===== src/rtl/clint_axi_lite_pkg.sv =====
// clint_axi_lite_pkg: shared register offsets, response codes and state encodings for the CLINT
package clint_axi_lite_pkg;
  localparam logic [15:0] CLINT_MSIP     = 16'h0000;
  localparam logic [15:0] CLINT_MTIMECMP = 16'h4000;
  localparam logic [15:0] CLINT_MTIME    = 16'hBFF8;
  localparam logic [1:0]  RESP_OKAY      = 2'b00;
  localparam logic [1:0]  RESP_SLVERR    = 2'b10;
  typedef enum logic {R_IDLE, R_RESP} r_state_e;
  typedef enum logic {W_IDLE, W_RESP} w_state_e;
  typedef enum logic [1:0] {SEL_NONE, SEL_MSIP, SEL_MTIMECMP, SEL_MTIME} sel_e;
  function automatic logic [63:0] strb_mask(input logic [7:0] strb);
    for (int i = 0; i < 8; i++) strb_mask[i*8 +: 8] = {8{strb[i]}};
  endfunction
endpackage


===== src/rtl/clint_axi_lite_timer.sv =====
// clint_timer: prescaled mtime counter, mtimecmp register and registered timer compare
module clint_timer #(
  parameter int TICK_DIV = 1
) (
  input  logic        clk,
  input  logic        rst,
  input  logic        time_we,
  input  logic        cmp_we,
  input  logic [63:0] wmask,
  input  logic [63:0] wdata,
  output logic [63:0] mtime,
  output logic [63:0] mtimecmp,
  output logic        mtip
);
  localparam int PW = TICK_DIV > 1 ? $clog2(TICK_DIV) : 1;
  logic [PW-1:0] pre_q, pre_d;
  logic [63:0] mtime_q, mtime_d, cmp_q, cmp_d;
  logic mtip_q, mtip_d, tick;
  always_comb begin
    tick = pre_q == PW'(TICK_DIV - 1);
    pre_d = tick ? '0 : pre_q + PW'(1);
    mtime_d = time_we ? (mtime_q & ~wmask) | (wdata & wmask) : mtime_q + {63'd0, tick};
    cmp_d = cmp_we ? (cmp_q & ~wmask) | (wdata & wmask) : cmp_q;
    mtip_d = mtime_q >= cmp_q;
  end
  always_ff @(posedge clk) begin
    if (!rst) begin
      pre_q <= '0;
      mtime_q <= '0;
      cmp_q <= '1;
      mtip_q <= 1'b0;
    end else begin
      pre_q <= pre_d;
      mtime_q <= mtime_d;
      cmp_q <= cmp_d;
      mtip_q <= mtip_d;
    end
  end
  assign mtime = mtime_q;
  assign mtimecmp = cmp_q;
  assign mtip = mtip_q;
endmodule


===== src/rtl/clint_axi_lite.sv =====
// clint_axi_lite: AXI4-Lite responder for msip, mtimecmp and mtime with interrupt outputs
module clint_axi_lite import clint_axi_lite_pkg::*; #(
  parameter int                ADDR_W   = 32,
  parameter int                DATA_W   = 64,
  parameter logic [ADDR_W-1:0] BASE     = 'h0200_0000,
  parameter int                TICK_DIV = 1
) (
  input  logic                clk,
  input  logic                rst,
  input  logic [ADDR_W-1:0]   AWADDR,
  input  logic                AWVALID,
  output logic                AWREADY,
  input  logic [DATA_W-1:0]   WDATA,
  input  logic [DATA_W/8-1:0] WSTRB,
  input  logic                WVALID,
  output logic                WREADY,
  output logic [1:0]          BRESP,
  output logic                BVALID,
  input  logic                BREADY,
  input  logic [ADDR_W-1:0]   ARADDR,
  input  logic                ARVALID,
  output logic                ARREADY,
  output logic [DATA_W-1:0]   RDATA,
  output logic [1:0]          RRESP,
  output logic                RVALID,
  input  logic                RREADY,
  output logic                clint_mtip,
  output logic                clint_msip
);
  function automatic sel_e decode(input logic [ADDR_W-1:0] addr);
    logic [ADDR_W-1:0] off;
    off = addr - BASE;
    decode = off == ADDR_W'(CLINT_MSIP) ? SEL_MSIP :
             off == ADDR_W'(CLINT_MTIMECMP) ? SEL_MTIMECMP :
             off == ADDR_W'(CLINT_MTIME) ? SEL_MTIME : SEL_NONE;
  endfunction
  r_state_e r_q, r_d;
  w_state_e w_q, w_d;
  logic [63:0] rdata_q, rdata_d, wdata_q, wdata_d, wmask, mtime, mtimecmp;
  logic [1:0] rresp_q, rresp_d, bresp_q, bresp_d;
  logic [ADDR_W-1:0] awaddr_q, awaddr_d;
  logic [7:0] wstrb_q, wstrb_d;
  logic aw_q, aw_d, wh_q, wh_d, msip_q, msip_d, cmsip_q;
  logic ar_hs, aw_hs, w_hs, commit, time_we, cmp_we;
  sel_e rsel, wsel;
  assign ARREADY = r_q == R_IDLE;
  assign RVALID = r_q == R_RESP;
  assign RDATA = rdata_q;
  assign RRESP = rresp_q;
  assign AWREADY = w_q == W_IDLE && !aw_q;
  assign WREADY = w_q == W_IDLE && !wh_q;
  assign BVALID = w_q == W_RESP;
  assign BRESP = bresp_q;
  assign clint_msip = cmsip_q;
  always_comb begin
    ar_hs = ARVALID && ARREADY;
    rsel = decode(ARADDR);
    r_d = ar_hs ? R_RESP : (r_q == R_RESP && RREADY) ? R_IDLE : r_q;
    rdata_d = !ar_hs ? rdata_q :
              rsel == SEL_MSIP ? {63'd0, msip_q} :
              rsel == SEL_MTIMECMP ? mtimecmp :
              rsel == SEL_MTIME ? mtime : '0;
    rresp_d = !ar_hs ? rresp_q : rsel == SEL_NONE ? RESP_SLVERR : RESP_OKAY;
    aw_hs = AWVALID && AWREADY;
    w_hs = WVALID && WREADY;
    commit = w_q == W_IDLE && (aw_q || aw_hs) && (wh_q || w_hs);
    aw_d = !commit && (aw_q || aw_hs);
    wh_d = !commit && (wh_q || w_hs);
    awaddr_d = aw_hs ? AWADDR : awaddr_q;
    wdata_d = w_hs ? WDATA : wdata_q;
    wstrb_d = w_hs ? WSTRB : wstrb_q;
    wsel = decode(awaddr_d);
    wmask = strb_mask(wstrb_d);
    w_d = commit ? W_RESP : (w_q == W_RESP && BREADY) ? W_IDLE : w_q;
    bresp_d = !commit ? bresp_q : wsel == SEL_NONE ? RESP_SLVERR : RESP_OKAY;
    msip_d = (commit && wsel == SEL_MSIP && wstrb_d[0]) ? wdata_d[0] : msip_q;
    time_we = commit && wsel == SEL_MTIME;
    cmp_we = commit && wsel == SEL_MTIMECMP;
  end
  always_ff @(posedge clk) begin
    if (!rst) begin
      r_q <= R_IDLE;
      w_q <= W_IDLE;
      rdata_q <= '0;
      rresp_q <= RESP_OKAY;
      bresp_q <= RESP_OKAY;
      aw_q <= 1'b0;
      wh_q <= 1'b0;
      awaddr_q <= '0;
      wdata_q <= '0;
      wstrb_q <= '0;
      msip_q <= 1'b0;
      cmsip_q <= 1'b0;
    end else begin
      r_q <= r_d;
      w_q <= w_d;
      rdata_q <= rdata_d;
      rresp_q <= rresp_d;
      bresp_q <= bresp_d;
      aw_q <= aw_d;
      wh_q <= wh_d;
      awaddr_q <= awaddr_d;
      wdata_q <= wdata_d;
      wstrb_q <= wstrb_d;
      msip_q <= msip_d;
      cmsip_q <= msip_q;
    end
  end
  clint_timer #(.TICK_DIV(TICK_DIV)) u_timer (
    .clk(clk),
    .rst(rst),
    .time_we(time_we),
    .cmp_we(cmp_we),
    .wmask(wmask),
    .wdata(wdata_d),
    .mtime(mtime),
    .mtimecmp(mtimecmp),
    .mtip(clint_mtip)
  );
endmodule


===== config.mk =====
export PLATFORM = sky130hd
export DESIGN_NAME = clint_axi_lite
export DESIGN_NICKNAME = d
export VERILOG_FILES = /design/src/rtl/clint_axi_lite_pkg.sv /design/src/rtl/clint_axi_lite_timer.sv /design/src/rtl/clint_axi_lite.sv
export SDC_FILE = /design/constraint.sdc
export NUM_CORES = 1
export LEC_CHECK = 0
export BUFFER_PORTS_ARGS = -buffer_cell sky130_fd_sc_hd__buf_2
export CAP_MARGIN = 20
export CORE_MARGIN = 4
export CORE_UTILIZATION = 50
export DETAILED_ROUTE_END_ITERATION = 10
export GPL_TIMING_DRIVEN = 0
export HOLD_SLACK_MARGIN = 0.02
export PLACE_DENSITY = 0.72
export SLEW_MARGIN = 20
export SYNTH_ARGS = -nofsm -noshare
export SYNTH_HDL_FRONTEND = slang
export SYNTH_SLANG_ARGS = --single-unit

===== constraint.sdc =====
create_clock -name clk -period 6.7 [get_ports clk]
set_clock_uncertainty 0.05 [all_clocks]
set_input_delay 0.67 -clock clk [delete_from_list [all_inputs] [get_ports clk]]
set_output_delay 0.67 -clock clk [all_outputs]
set_load 0.05 [all_outputs]

==> results.tsv <==
metric	value	unit
synth-edff-count	0	
dr.pass1.iters	5	
rows	63	
drtIter0Drc	1535	
htreeDepth	1	
fp.dieW	181	µm
worstReg2RegStart	BVALID$_SDFFE_PN0P_	
numPortBuffers	215	
grt_use_total	29.0	%
startpoint_type	flop	
seq_area_frac_synth	40.7	%
grt_pass1_wl	77300	µm
synthTopCellsByArea	dfxtp_1, ha_1, nor2_1	
hold_class	primary input to flop	
dieArea	32900	µm²
start_util	50.7	%
vias	14712	
power_density	246	nW/µm²
avgSynthCellArea	8.51	µm²
synth_cells	1767	
yosysWarnings	0	
antenna_found_initial	0	
cp_data_required_time	7.10	ns
post-synth-top-count-cell	dfxtp_1	
fmax	236	MHz
whs	0.234	ns
criticalPathCategory	flop to flop	
ant_nets	0	
io_pins	218	
cts_buffer_depth	3	
p_leak	0.00789	µW
drt-total-wl	50200	µm
combPwrFrac	13.4	%
cts_sinks	306	
core	29600	µm²
postCtsSetupBuffers	0	
p_int	3170	µW
clock_latency	0.57	ns
syn2layout_area_growth	17.6	%
rsz0062_at_grt	false	
p_clk_share	42.4	%
min_period	4.23	ns
swShare	27.1	%
hold_end	RVALID$_SDFFE_PN0P_	
vias_per_cell	6.05	
setup_viol	0	
die_h	181	µm
cts_root_buf	clkbuf_16	
gr-total-overflow	0	
switching_power	1180	µW
finalPower	4350	µW
maxSlewViolCount	0	
nFillCells	2771	
path_max_fanout	10	
drive_above_1_share	17.7	%
worstRegToRegCells	13	
hold_viol_final	0	
yosys.area.top_type	dfxtp_1	
fin_crit_sh	63.2	%
max_slew_margin	27.5	%
worst_pin_slew	1.09	ns
drc	0	
r2r_setup_slack	2.47	ns
synth_flop_cell	dfxtp_1	
holdPathStages	2	
synth_cell_type_count	80	
arrival	4.63	ns
critPathCaptureType	flop	
synthArstFlopShare	0	%
clkTransAtPathRegs	0.07	ns
gp_congestion	0.916	
status	finished clean	
numCtsBuffers	31	
yosys-top-cells-count	dfxtp_1, nor2_1, nand2_1, nor3_1, a21oi_1	
synth_area	15000	µm²
antenna_cells	0	
drv_cap	0	
yosys_register_bits	306	
grt_pass1_vias	14039	
min_from	RREADY	
synth_top_area_share	40.7	%
multiInputGateArea	8200	µm²
cts_resized	0	
cts_hold_buf	0	
dp_hpwl	36700	µm
cts_tree	built	
wl_per_cell	20.7	µm
nNetsFinal	2228	
tns	0	ns
seqPwrFrac	44.3	%
ir_drop	0.000205	V
grt_max_degree	15	
regArea	6130	µm²
[through the flow]
stage	std cells	area, µm²	worst slack [ns]	utilization (%)
floorplan	1769	15000	3.23	-
global placement	2374	16600	2.26	56.0
detailed placement	2374	16600	2.24	56.0
CTS	2431	17700	2.57	59.7
global route	2431	17700	2.18	59.7
finish	2431	17700	2.47	59.7
[cell usage in the layout (no fill, tap or decap), types with 10 or more instances in the layout]
cell type    n
dfxtp_1    306
buf_2      243
nor2_1     200
nand2_1    149
nor3_1     100
a21oi_1     96
inv_1       76
and2_1      76
mux2i_1     75
o21ai_0     75
clkbuf_1    71
ha_1        68
a221oi_1    54
nand3_1     50
mux2_2      39
nand4_1     39
clkbuf_16   31
and3_1      26
nor4_1      22
a211oi_1    12
a22oi_1     12
o22a_1      11
a2bb2oi_1   11
o21a_1      11
or3_1       10
[worst max path at each step]
stage	startpoint	endpoint	slack (ns)	cells after the start
6_report	BVALID$_SDFFE_PN0P_	flop	2.47	13
5_1_grt	BVALID$_SDFFE_PN0P_	flop	2.18	13
4_1_cts	BVALID$_SDFFE_PN0P_	flop	2.57	13
3_5_place_dp	AWVALID	flop	2.24	14
3_3_place_gp	AWVALID	flop	2.26	14
2_1_floorplan	AWVALID	flop	3.23	13
[critical path, stage by stage (launching register included)]
cell,delay [ns]
dfxtp_1,0.46
or3b_1,0.16
buf_4,0.20
buf_1,0.43
mux2i_1,0.29
ha_1,0.26
nor2b_1,0.06
o21ai_0,0.20
o211ai_1,0.17
nor3_1,0.86
clkbuf_1,0.56
nand2_1,0.16
a21oi_1,0.18
a211oi_1,0.07
[cell families after synthesis]
kind of cell / after synthesis / synth area share (%)
buffers and inverters: 180 / 4.80
adder cells (fa/ha/maj): 68 / 5.66
flip-flops: 306 / 40.7
XOR/XNOR: 2 / 0.117
multiplexers: 115 / 8.06
AND/OR/NAND/NOR: 742 / 24.8
other: 1 / 0.0249
AO/OA/AOI/OAI: 353 / 15.8
[layout make-up]
type / instances / share of cell area, %
Multi-Input combinational cell: 1283 / 46.4
Sequential cell: 306 / 34.6
Timing Repair Buffer: 215 / 6.09
Clock buffer: 41 / 4.88
Tap cell: 390 / 2.76
Buffer: 104 / 2.47
Inverter: 76 / 1.61
Clock inverter: 16 / 1.19
[layer usage]
| metal | wire [µm] | vias to the layer above | GRT usage [%] | part of all wire (%) |
|---|---|---|---|---|
| met4 | 2320 | 0 | 11.8 | 4.6 |
| met3 | 4940 | 150 | 5.49 | 9.8 |
| li1 | - | 6860 | - | - |
| met5 | 0 | - | 0 | 0 |
| met2 | 22400 | 746 | 45.8 | 45 |
| met1 | 20600 | 6956 | 39.2 | 41 |
[power groups by stage]
stage	sequential (µW)	clock [µW]	combinational, µW
3_3_place_gp	1960	0	566
6_report	1930	1840	581
3_5_place_dp	1970	0	574
2_1_floorplan	2040	0	286
4_1_cts	1930	1850	577
5_1_grt	1930	1930	621
Note: power is estimated with default switching activity, not from simulation.
